[src/rtl/iter_shifter.sv]
// rtl/iter_shifter.sv - multi-cycle one-bit-per-clock shift/rotate unit
module iter_shifter #(
   parameter int WIDTH = 32,
   parameter int SHW   = 5
) (
   input  logic             clk,
   input  logic             reset,
   input  logic             start,
   input  logic [1:0]       op,
   input  logic [WIDTH-1:0] a,
   input  logic [SHW-1:0]   b,
   output logic             busy,
   output logic             done,
   output logic [WIDTH-1:0] result
);

   localparam logic [1:0] OP_SLL  = 2'b00;
   localparam logic [1:0] OP_SRL  = 2'b01;
   localparam logic [1:0] OP_SRA  = 2'b10;
   localparam logic [1:0] OP_ROTR = 2'b11;

   typedef enum logic [1:0] {
      IDLE  = 2'd0,
      SHIFT = 2'd1,
      DONE  = 2'd2
   } state_t;

   state_t           state;
   state_t           state_nx;
   logic [WIDTH-1:0] acc;
   logic [WIDTH-1:0] acc_sh;
   logic [SHW-1:0]   cnt;
   logic [1:0]       op_r;

   // State register; reset abandons any operation in flight without a done pulse
   always_ff @(posedge clk or negedge reset) begin
      if (!reset) begin
         state <= IDLE;
      end else begin
         state <= state_nx;
      end
   end

   // Next-state decode; start is only looked at in IDLE so it is never queued
   always_comb begin
      state_nx = state;
      case (state)
         IDLE: begin
            if (start) begin
               state_nx = (b == '0) ? DONE : SHIFT;
            end
         end
         SHIFT: begin
            if (cnt == SHW'(1)) begin
               state_nx = DONE;
            end
         end
         DONE:    state_nx = IDLE;
         default: state_nx = IDLE;
      endcase
   end

   // One-bit step of the accumulator for the latched operation
   always_comb begin
      acc_sh = acc;
      case (op_r)
         OP_SLL:  acc_sh = {acc[WIDTH-2:0], 1'b0};
         OP_SRL:  acc_sh = {1'b0, acc[WIDTH-1:1]};
         OP_SRA:  acc_sh = {acc[WIDTH-1], acc[WIDTH-1:1]};
         OP_ROTR: acc_sh = {acc[0], acc[WIDTH-1:1]};
         default: acc_sh = acc;
      endcase
   end

   // Datapath: operands captured at accept, result updated only when entering DONE
   always_ff @(posedge clk or negedge reset) begin
      if (!reset) begin
         acc    <= '0;
         cnt    <= '0;
         op_r   <= OP_SLL;
         result <= '0;
      end else begin
         case (state)
            IDLE: begin
               if (start) begin
                  acc  <= a;
                  cnt  <= b;
                  op_r <= op;
                  if (b == '0) begin
                     result <= a;
                  end
               end
            end
            SHIFT: begin
               acc <= acc_sh;
               cnt <= cnt - SHW'(1);
               if (cnt == SHW'(1)) begin
                  result <= acc_sh;
               end
            end
            default: ;
         endcase
      end
   end

   assign busy = (state == SHIFT);
   assign done = (state == DONE);

endmodule
[config.mk]
export PLATFORM = sky130hd
export DESIGN_NAME = iter_shifter
export DESIGN_NICKNAME = d
export VERILOG_FILES = /design/src/rtl/iter_shifter.sv
export SDC_FILE = /design/constraint.sdc
export NUM_CORES = 1
export LEC_CHECK = 0
export CORE_MARGIN = 2
export CORE_UTILIZATION = 45
export DETAILED_ROUTE_END_ITERATION = 10
export GPL_TIMING_DRIVEN = 0
export HOLD_SLACK_MARGIN = 0.02
export PLACE_DENSITY = 0.83
export SYNTH_ARGS = -nofsm -noshare
export SYNTH_HDL_FRONTEND = slang
export SYNTH_SLANG_ARGS = --single-unit
[constraint.sdc]
create_clock -name clk -period 5 [get_ports clk]
set_input_delay 1 -clock clk [delete_from_list [all_inputs] [get_ports clk]]
set_output_delay 1 -clock clk [all_outputs]
set_load 0.005 [all_outputs]
==> results of run 1 <==
## routing by layer
metal | global-route usage | share of wire | up-vias
met1 | 0.253 | 0.46 | 1282
met5 | 0 | 0 | -
met3 | 0.0342 | 0.034 | 11
li1 | - | - | 1234
met4 | 0.0527 | 0.015 | 0
met2 | 0.322 | 0.50 | 64
## sequential cells by signal, indices dropped and copies added (netlist names)
signal / flops
acc: 32
result: 32
cnt: 5
op_r: 2
state: 2
## cell families after synthesis
group                      count (synthesis)
AOI/OAI and AO/OA                         53
and+or+nand+nor                           50
adders and majority gates                  2
DFF                                       73
buffers and inverters                     23
muxes                                     97
## cell usage in the layout (no fill, tap or decap), types with 5 or more instances in the layout
| cell | count |
|---|---|
| nand2_1 | 32 |
| mux2_2 | 62 |
| dfrtp_1 | 73 |
| nor2_1 | 7 |
| clkdlybuf4s50_1 | 73 |
| clkbuf_1 | 5 |
| clkbuf_8 | 12 |
| mux2i_1 | 31 |
| a21oi_1 | 6 |
| buf_2 | 6 |
| o21ai_0 | 35 |
## path summary, 6_finish.rpt
check,start,endpoint,cells after the start
max,state[1],busy,4
min,result[30],result[30],1
max reg2reg,cnt[1],result[18],7
min reg2reg,result[30],result[30],1
max in group asynchronous,reset,acc[17],1
min in group asynchronous,reset,cnt[4],1
## worst max-delay path, stage by stage (launching register included)
cell	delay [ps]
dfrtp_1	440
nand2b_1	160
buf_2	180
inv_1	170
clkdlybuf4s50_1	530
## cell type report
type | instances | area, µm² | area share
timing repair buffer | 74 | 738 | 0.159
sequential | 73 | 1830 | 0.394
clock buffer | 12 | 165 | 0.0356
inverter | 5 | 18.8 | 0.00404
clock inverter | 4 | 50.0 | 0.0108
tap | 102 | 128 | 0.0275
buffer | 18 | 109 | 0.0235
multi-input combinational | 202 | 1610 | 0.346
## stage by stage
stage	cells	power, µW	worst slack (ps)	cell area [µm²]
global placement	474	2650	484	4430
detailed placement	474	2720	1910	4430
CTS	490	3220	2190	4640
finish	490	3190	2200	4640
global route	490	3440	2080	4640
floorplan	298	2140	2670	3560
## where the power goes
part / internal [µW] / total [µW] / switching [µW]
clock network: 271 / 486 / 215
registers: 901 / 1110 / 208
logic: 910 / 1590 / 684
total: 2080 / 3190 / 1110
==> results.tsv, run 1 <==
stage	metric	value	unit
outcome	status	completed	
die	dieArea	8640	µm²
synthesis	synth.area.mux_share	0.296	
drt	drtPass1Iterations	4	
sta	worst_hold_slack	496	ps
synthesis	synth.cells.most_frequent	dfrtp_1, mux2_2, o21ai_0	
pwr	vdd_ir_drop_max	0.300	mV
die	dieWidth	92.9	µm
clocking	numCtsBuffers	9	
clocking	insertion_delay	330	ps
global_route	antenna_found_initial	0	
job	drv_cap	0	
synthesis	yosysUniqueCellTypes	30	
clocking	hold_buffers	0	
synthesis	synth_area_leaders	dfrtp_1, mux2_2, mux2i_1, o21ai_0, nand2_1	
layout	final_nets	427	
synthesis	synth.largest_area_cell	dfrtp_1	
sta	period_share	0.559	
synthesis	synth_area	3560	µm²
clocking	cts_setup_buffers	0	
drt	dr_total_vias	2591	
synthesis	yosysTopAreaCellShare	0.513	
sta	finalClockSkew	6.84	ps
clocking	clockBufferDepth	2	
placed_design	dpl.hpwl	5.41	mm
setup_path	worst_ep_arrival_time	1800	ps
drt	drc	0	
drt	avgViaCountPerCell	5.29	
drt	ant_nets	0	
global_route	grt_pass1_vias	2721	
synthesis	yosysMostFrequentCell	dfrtp_1	
synthesis	async_reset_ff_frac	1.00	
setup_path	r2r_slack	2850	ps
sta	fin_crit	2800	ps
layout	diodes	0	
clocking	cts_tree	done	
drt	drt_wl_total	7.76	mm
placed_design	port_buffers	74	
sta	finalSetupViolCount	0	
drt	wire_per_inst	15.8	µm
synthesis	yosys.area_share.simple	0.0633	
global_route	gr-total-overflow	0	
synthesis	syn_avg_cell_area	11.9	µm²
global_route	grt_max_degree	74	
sta	rsz0062_at_grt	no	
synthesis	ys_ff_latch	73	
sta	relSlewSlack	0.376	
synthesis	synthCells	298	
setup_path	cp-end-kind	primary output	
clocking	root_buffer	clkbuf_8	
global_route	grt_pass1_wl	13.1	mm
synthesis	synth_top_family_by_area	multiplexers	
sta	tightest_slew	936	ps
global_route	grt.total_usage	0.191	
layout	fin_util	0.604	
synthesis	synth_xor_area_frac	0	
pwr	p_per_area	687	nW/µm²
setup_path	critPathKind	reg2out	
sta	finalMaxSlewViolations	0	
sta	setup_tns	0	ps
placed_design	place_congestion	0.860	
die	core_area	7690	µm²
worst_hold_path	hold_path.class	reg2reg	
sta	fmax	358	MHz
layout	drive_above_1_share	0.242	
synthesis	ys_warn_count	0	
synthesis	synth_edf_count	0	
synthesis	syn-num-nets	342	
synthesis	synth_compound_area_frac	0.0847	
die	die_y	92.9	µm
die	start_util	0.463	
synthesis	synth_fa_ha_area_frac	0.00703	
pwr	p_leak	0.00196	µW
layout	syn_to_final_growth	30.4	%
setup_path	crit_fanout	10	
die	rows	32	
die	io_pins	76	
clocking	cts-resized-gates	0	
layout	fillCellCount	658	
clocking	clk_pin_slew	80	ps
synthesis	yosysSeqAreaShare	0.513	
clocking	cts_sinks	73	
sta	hold_viol_final	0	
setup_path	cp.required	4000	ps
clocking	cts_htree_levels	3	
setup_path	crit_path_start_kind	flop	
drt	drtIter0Drc	92	
synthesis	ys.flop_type	dfrtp_1	
Power figures use the tool's default switching activity.
==> run 2, diff against run 1 <==
Clock period 5 ns to 2.8 ns, I/O delays scaled along.
==> results of run 2 <==
The final DEF is identical to that of run 1. Status: completed.
Main changes from that run: setup slack after placement 1910 ps -> 153 ps; clock-pin slew on the worst setup and hold paths 80 ps -> 70 ps; setup slack after layout 2200 ps -> 443 ps; hold slack 496 ps -> 339 ps; register-to-register setup slack 2850 ps -> 650 ps; total power 3190 µW -> 5690 µW; worst IR drop on VDD 0.300 mV -> 0.535 mV
==> run 3, diff against run 2 <==
Clock period 2.8 ns to 2.4 ns, I/O delays scaled along.
==> results of run 3 <==
The final DEF is identical to that of run 1. Status: completed.
Main changes from that run: setup slack after placement 1910 ps -> -167 ps; clock-pin slew on the worst setup and hold paths 80 ps -> 70 ps; setup slack after layout 2200 ps -> 123 ps; hold slack 496 ps -> 259 ps; register-to-register setup slack 2850 ps -> 250 ps; total power 3190 µW -> 6640 µW; worst IR drop on VDD 0.300 mV -> 0.624 mV
